[src/rtl/cnn_pool_pkg.sv]
// Shared constants and helpers for the conv-to-pool row gather blocks.
// Slot positions are computed here so the matcher and the top agree on them.
package cnn_pool_pkg;

    localparam int CONVL2_DATA_W = 224;
    localparam int CONVL2_PERIOD = 26;
    localparam int CONVL1_DATA_W = 112;
    localparam int CONVL1_PERIOD = 28;

    // Ceiling log2, never less than 1 so single-value fields still get a bit.
    function automatic int clog2(input int value);
        int r;
        r = 1;
        while ((1 << r) < value) r++;
        return r;
    endfunction

    function automatic int slot_phase(input int first_slot, input int slot_gap, input int k);
        return first_slot + k * slot_gap;
    endfunction

endpackage

[src/rtl/pool_slot_match.sv]
// Decodes the phase counter into a capture-slot hit, its row index and a last-row flag.
module pool_slot_match
    import cnn_pool_pkg::*;
#(
    parameter int NUM_ROWS   = 4,
    parameter int FIRST_SLOT = 16,
    parameter int SLOT_GAP   = 3,
    parameter int PHASE_W    = 5,
    parameter int IDX_W      = 2
) (
    input  logic [PHASE_W-1:0] phase,
    output logic               hit,
    output logic [IDX_W-1:0]   idx,
    output logic               last
);

    always_comb begin
        hit = 1'b0;
        idx = '0;
        for (int k = 0; k < NUM_ROWS; k++) begin
            if (phase == PHASE_W'(slot_phase(FIRST_SLOT, SLOT_GAP, k))) begin
                hit = 1'b1;
                idx = IDX_W'(k);
            end
        end
        last = hit && (idx == IDX_W'(NUM_ROWS - 1));
    end

endmodule

[src/rtl/pool_row_gather.sv]
// Gathers NUM_ROWS conv output rows at fixed phase slots and hands the set
// to the pooling stage through a registered valid/ready output.
module pool_row_gather
    import cnn_pool_pkg::*;
#(
    parameter int DATA_W      = CONVL2_DATA_W,
    parameter int NUM_ROWS    = 4,
    parameter int FIRST_SLOT  = 16,
    parameter int SLOT_GAP    = 3,
    parameter int PERIOD      = CONVL2_PERIOD,
    parameter int START_PHASE = 16
) (
    input  logic                         clk,
    input  logic                         rst,
    input  logic                         in_valid,
    input  logic [DATA_W-1:0]            in_data,
    input  logic                         out_ready,
    input  logic                         clr_overrun,
    output logic                         out_valid,
    output logic [NUM_ROWS*DATA_W-1:0]   out_data,
    output logic [clog2(PERIOD)-1:0]     phase,
    output logic                         overrun
);

    localparam int PHASE_W = clog2(PERIOD);
    localparam int IDX_W   = clog2(NUM_ROWS);

    if (slot_phase(FIRST_SLOT, SLOT_GAP, NUM_ROWS - 1) >= PERIOD) begin : g_bad_slots
        $error("pool_row_gather: last capture slot must lie below PERIOD");
    end
    if (START_PHASE >= PERIOD) begin : g_bad_start
        $error("pool_row_gather: START_PHASE must be below PERIOD");
    end

    logic                       hit;
    logic                       last;
    logic [IDX_W-1:0]           idx;
    logic [NUM_ROWS*DATA_W-1:0] candidate;
    logic                       complete;

    pool_slot_match #(
        .NUM_ROWS   (NUM_ROWS),
        .FIRST_SLOT (FIRST_SLOT),
        .SLOT_GAP   (SLOT_GAP),
        .PHASE_W    (PHASE_W),
        .IDX_W      (IDX_W)
    ) u_match (
        .phase (phase),
        .hit   (hit),
        .idx   (idx),
        .last  (last)
    );

    // The last row never goes through the shadow; it joins the set straight from the input.
    if (NUM_ROWS > 1) begin : g_shadow
        logic [DATA_W-1:0] shadow_q [NUM_ROWS-1];

        always_ff @(posedge clk) begin
            if (rst) begin
                for (int k = 0; k < NUM_ROWS - 1; k++) shadow_q[k] <= '0;
            end else if (in_valid && hit && !last) begin
                for (int k = 0; k < NUM_ROWS - 1; k++) begin
                    if (idx == IDX_W'(k)) shadow_q[k] <= in_data;
                end
            end
        end

        for (genvar k = 0; k < NUM_ROWS - 1; k++) begin : g_cand
            assign candidate[k*DATA_W +: DATA_W] = shadow_q[k];
        end
    end
    assign candidate[(NUM_ROWS-1)*DATA_W +: DATA_W] = in_data;

    assign complete = in_valid && last;

    // Handshake: a set transfers on any edge where out_valid and out_ready are both high;
    // out_data is frozen while out_valid is high, and a completion that arrives
    // while the held set is not being taken is dropped and flagged in overrun.
    always_ff @(posedge clk) begin
        if (rst) begin
            phase     <= PHASE_W'(START_PHASE);
            out_valid <= 1'b0;
            out_data  <= '0;
            overrun   <= 1'b0;
        end else begin
            if (in_valid) begin
                phase <= (phase == PHASE_W'(PERIOD - 1)) ? '0 : phase + 1'b1;
            end

            if (complete && (!out_valid || out_ready)) begin
                out_data  <= candidate;
                out_valid <= 1'b1;
            end else if (out_valid && out_ready) begin
                out_valid <= 1'b0;
            end

            if (complete && out_valid && !out_ready) begin
                overrun <= 1'b1;
            end else if (clr_overrun) begin
                overrun <= 1'b0;
            end
        end
    end

endmodule

[config.mk]
export PLATFORM = sky130hd
export DESIGN_NAME = pool_row_gather
export DESIGN_NICKNAME = d
export VERILOG_FILES = /design/src/rtl/cnn_pool_pkg.sv /design/src/rtl/pool_slot_match.sv /design/src/rtl/pool_row_gather.sv
export SDC_FILE = /design/constraint.sdc
export NUM_CORES = 2
export LEC_CHECK = 0
export CAP_MARGIN = 25
export CORE_AREA = 3 3 436 438
export DETAILED_ROUTE_END_ITERATION = 16
export DIE_AREA = 0 0 439 441
export PLACE_DENSITY = 0.52
export SLEW_MARGIN = 20
export SYNTH_ARGS = -nofsm -noshare
export SYNTH_HDL_FRONTEND = slang
export SYNTH_SLANG_ARGS = --single-unit
[constraint.sdc]
create_clock -name clk -period 16.9 [get_ports clk]
set_input_delay 1.69 -clock clk [delete_from_list [all_inputs] [get_ports clk]]
set_output_delay 1.69 -clock clk [all_outputs]
set_load 0.005 [all_outputs]
* Word-level counts from Yosys, hierarchy flattened
Memories as Yosys holds them, arrays and structs flattened. A register that Yosys moved wholly into a read port is not among the register bits.
Index checks and enable logic that the tools add are counted.
** Cells by class
- Mux-type cells :: 29
- Eq/ne operators :: 7
- Reduce and logical (&&, ||, !) cells :: 15
- $add $sub $neg :: 1
- Bitwise gates (word level) :: 3
** Operators with widths (count)
- $mux 224 :: 3
- $mux 1 :: 23
- $eq 5x5->1 const B :: 4
- $logic_and 1x1->1 :: 8
- $add 5x1->5 const B :: 1
- $mux 5 :: 1
- $eq 2x2->1 const B :: 2
- $mux 2 :: 2
- $reduce_bool 2->1 :: 2
- $logic_not 1->1 :: 3
- $or 1x1->1 :: 3
- $eq 2x1->1 const B :: 1
- $logic_not 2->1 :: 1
- $logic_or 1x1->1 :: 1
** Storage, ports and cells
- Register bits after elaboration :: 903
- Memory bits (writable) :: 672
- Memories kept :: 1
** Memories
- g_shadow.shadow_q :: words 3, width 224, read ports 3, clocked after memory_dff 3, write ports 3, line pool_row_gather.sv:56 : logic [DATA_W-1:0] shadow_q [NUM_ROWS-1];

* Longest topological paths before layout
- Word-level depth :: 12
- Mapped depth :: 9

* Modules after synthesis
From an unflattened synthesis, not the netlist that was laid out.
** Second synthesis, totals
- Cells, all modules :: 5057
- Area total of the unflattened synthesis :: 55722.2 sq um
** By module, submodules not included
- pool_row_gather :: cells an instance 5047, times used 1, area an instance 55639.6 sq um
- pool_slot_match :: cells an instance 10, times used 1, area an instance 82.6 sq um

* Worst setup path before layout
No wires, ideal clock.
- Path type :: input -> register
- From :: in in_valid
- To :: mem g_shadow.shadow_q[0][224] (netlist name) (enable)
- Cell stages on the path :: 3
- Buffers on the path :: 1
- Setup time :: 855 ps
- Arrival :: 12232 ps
- Path slack :: 3813 ps
- Data required time :: 16045 ps
- Cell sequence :: buf_4 -> nand3b_4 -> o21bai_1
** RTL lines
- from (decl) :: line pool_row_gather.sv:15 : input logic in_valid,
- to (decl) :: line pool_row_gather.sv:56

* Worst setup path after layout
- From :: in in_valid
- To :: reg out_data[101], read port of g_shadow.shadow_q
** On the way
- Longest elaborated chain between the ends :: 2
** RTL lines
- $logic_and 1x1->1 :: line pool_row_gather.sv:74 : assign complete = in_valid && last;
- $logic_and 1x1->1 :: line pool_row_gather.sv:90 : if (complete && (!out_valid || out_ready)) begin
- to (decl) :: line pool_row_gather.sv:20 : output logic [NUM_ROWS*DATA_W-1:0] out_data,
Every way passes these cells.
A chain may end at the register's enable or synchronous reset.

==> results.md <==
* Grt met1 use at 0.221
* Slew @ Worst Pin at approximately 1200 ps
* TNS Setup at 0 ps
* Max cap viols at 0
* # resized after CTS at 0
* Core ar. at 187,000 sq um
* Reg-to-reg endpoint: out_data[101]
* Final setup vio count at 0
* Ports at 1,132
* Sw frac at 0.221
* Pwr dens at around 100 nW/um^2
* Total power at 8.40 mW
* Slowest Stage Delay on Critical Path at approximately 740 ps
* CTS sink cnt at ~1,600
* Fraction of final layout cells sized beyond drive strength 1 at 0.0532
* DRC at 0
* Power share of the clock group at 0.464
* Worst path cell trace: clkdlybuf4s50_1, nand2_1, nor3_4, buf_4, buf_4, buf_4, buf_12, mux2i_1
* Root Driver: clkbuf_16
* Reg-to-reg setup timing slack at approximately 12,000 ps
* Period utilisation layout at 0.326
* Slowest CP cell: buf_4
* Max Clock Skew at about 24 ps
* RR Startpoint: phase[0]
* Rows at 159
* Slew headroom at 0.201
* Critical Path Stages at 8
* Hold Path Class: reg2reg
* Met3 usage at 0.0530
* Gpl congestion at 0.821
* Initial antenna violation count at 15
* Dpl hpwl at roughly 130,000 um
* Synth Area per Inst at approximately 13 sq um
* Clk Latency, worst-skew pair at around 810 ps
* Hold-fix buffers at CTS at 0
* RSZ-0062 raised after global routing: no
* Overflow after GRT at 0
* Min-delay src: out_data[486]
* Synthesized Nets at around 5,100
* CP Capture Type: flip-flop
* First-pass GRT wire length at 268,000 um
* CP startpoint kind: input pin
* Met2 Track Usage GR at 0.311
* Cells after Synth at 4,860
* CP max FO at between 100 and 150
* CTS tree: yes
* Die span in y at about 440 um
* Register area at between 30,000 and 40,000 sq um
* Post-synthesis sequential area ratio at 0.612
* Synth-to-layout area growth at 29.7%
* Final min period at between 5000 and 6000 ps
* Avg Vias per Cell at ~4.4
* Critical path origin: in_valid
* #FFs+latches synth at between 1,500 and 2,000
* CP Data Required Time at ~18,000 ps
* Status: finished clean
* Routed len/inst at 22.1 um
* Hold depth at 2
* Nets at just over 6,000
* Port Buf Inserts at ~1,100
* Synth warn at 0
* Internal at 6.55 mW
* Reg clk slew, reported paths at 60 ps
* CTS Buffer Depth at 3
* Comb pwr share at 0.044
* Aggregate routed wire length at ~190,000 um
* H-tree depth at 4
* Reg2Reg Depth at 8
* Switching power at around 1.9 mW
* CTS buffer count at 179
* Delay-heaviest family, CP: buffers and inverters
* CP arrival at a little over 6000 ps
* DIE AREA at between 150,000 and 200,000 sq um
* WS Path Type: in2reg
* Lkg Pwr at about 27 nW
* Fill count at approximately 17,000
* Most used cell, CP: buf_4
* Sequential power share at 0.492
* # Post-CTS Setup Buffers at 0
* Multi-input logic area at about 22,000 sq um
* Initial Utilization at 0.334
* Routed Antenna Nets at 0
* Slew Limit Fails at 0
* Hold endpoint: out_data[486]
* GRT busiest layer: met2
* Die Wd at 439 um
* Via count at between 30,000 and 40,000
* Drt first-iter violations at between 1,500 and 2,000
* Final Hold Vio Count at 0
* Peak VDD IR at around 0.076 mV
* Count of cell types in the netlist at 31
* Global-route usage over all layers at 0.188
* Vias in the first global route at 37,400
* Fmax at 0.181 GHz
* Synthesized cell area at 62,500 sq um
* Buf/Inv on CP at 5
* Largest net degree at the start of global routing at 295
* Initial DRT Pass Iterations at 6
kinds of logic after synthesis:
family | Yosys count | synth area share
buffers and inverters | 332 | 0.0374
adder cells (fa/ha/maj) | 4 | 0.000801
flip-flops | 1575 | 0.612
multiplexers | 897 | 0.144
XOR/XNOR | 1 | 0.000140
AO/OA/AOI/OAI | 13 | 0.00172
AND/OR/NAND/NOR | 2038 | 0.204
layer usage:
layer | up-vias | part of all wire
li1 | 18200 | -
met5 | - | 0.000069
met4 | 2 | 0.056
met2 | 891 | 0.48
met1 | 18000 | 0.40
met3 | 331 | 0.060
through the flow:
step                      instance area (sq um)  hold slack, ps  setup slack, ps  utilization  instances
final                                     81100             468            11380        0.433       8540
after detailed placement                  75100             460            10560        0.401       8196
after global routing                      81100             485            11280        0.433       8538
after CTS                                 81000             472            11470        0.433       8533
after floorplan                           62500             465             3810            -       4860
after global placement                    75100             458            10600        0.401       8196
worst min-delay path, stage by stage (launching register included):
cell,delay (ps)
dfxtp_1,310
nand2b_1,60
mux2i_1,50
final cells by class:
cell class,instances,area share
diodes,6,0.000185
clock buffers,264,0.0635
clock inverters,73,0.00988
inverters,5,0.000232
multi-input cells,2953,0.271
flip-flops and latches,1575,0.472
well taps,2495,0.0385
repair buffers,1169,0.145
power groups by stage:
| stage | clock, mW | combinational [mW] | sequential, mW |
|---|---|---|---|
| 3_3_place_gp | 0 | 0.378 | 4.22 |
| 5_1_grt | 4.18 | 0.404 | 4.15 |
| 4_1_cts | 4.03 | 0.381 | 4.14 |
| 6_report | 3.90 | 0.369 | 4.14 |
| 2_1_floorplan | 0 | 0.210 | 4.25 |
| 3_5_place_dp | 0 | 0.381 | 4.22 |
sequential cells by signal, summed over array words and instances (netlist names):
| register | count |
|---|---|
| out_data | 896 |
| overrun | 1 |
| phase | 5 |
| out_valid | 1 |
| g_shadow.shadow_q | 672 |
layout by cell type, fill, tap and decap left out, types with 2 or more instances in the layout:
master              n
nand2b_1         1794
clkdlybuf4s50_1  1130
dfxtp_1           903
mux2i_1           897
edfxtp_1          672
and2_1            224
clkbuf_16         179
clkbuf_1           50
clkbuf_8           35
clkinv_2           31
buf_4              25
clkinv_1           12
buf_12             11
bufinv_16          10
diode_2             6
nand2_1             6
inv_16              6
inv_1               5
inv_6               5
nor2_1              4
ha_1                4
o21bai_4            3
o21ai_0             3
nor3_1              2
nand3b_4            2
nand4_1             2
a21oi_1             2
clkinv_8            2
clkinv_4            2
clkinvlp_4          2
clkinv_16           2
buf_6               2
synthesized netlist by cell type:
cell          n  area (sq um)
nand4_1       2          12.5
buf_2         8          40.0
nor2_1        4          15.0
buf_4        42           315
nor3_1        2          10.0
inv_1         5          18.8
edfxtp_1    672         20200
ha_1          4          50.1
buf_12       55          1100
nand2b_1   1794         11200
and2_1      224          1400
xor2_1        1          8.76
a31oi_1       1          6.26
nand3b_4      2          40.0
clkbuf_2     16          80.1
a2111oi_4     1          27.5
nand2_1       6          22.5
o21bai_1      3          22.5
a21oi_1       2          10.0
a221o_1       1          10.0
dfxtp_1     903         18100
a211o_1       1          8.76
clkbuf_1    205           769
o21ai_0       3          15.0
buf_6         1          11.3
mux2i_1     897          8980
and3b_1       1          8.76
o211ai_1      1          7.51
nand3_1       1          5.00
nor3_2        1          10.0
nor2b_1       1          6.26
worst max-delay path by stage:
| stage | endpoint | slack (ps) |
|---|---|---|
| floorplan | g_shadow.shadow_q[0][224] | 3810 |
| global placement | out_data[783] | 10600 |
| detailed placement | out_data[116] | 10560 |
| CTS | out_data[116] | 11470 |
| global route | out_data[696] | 11280 |
| finish | out_data[101] | 11380 |
Note: power is estimated with default switching activity, not from simulation.
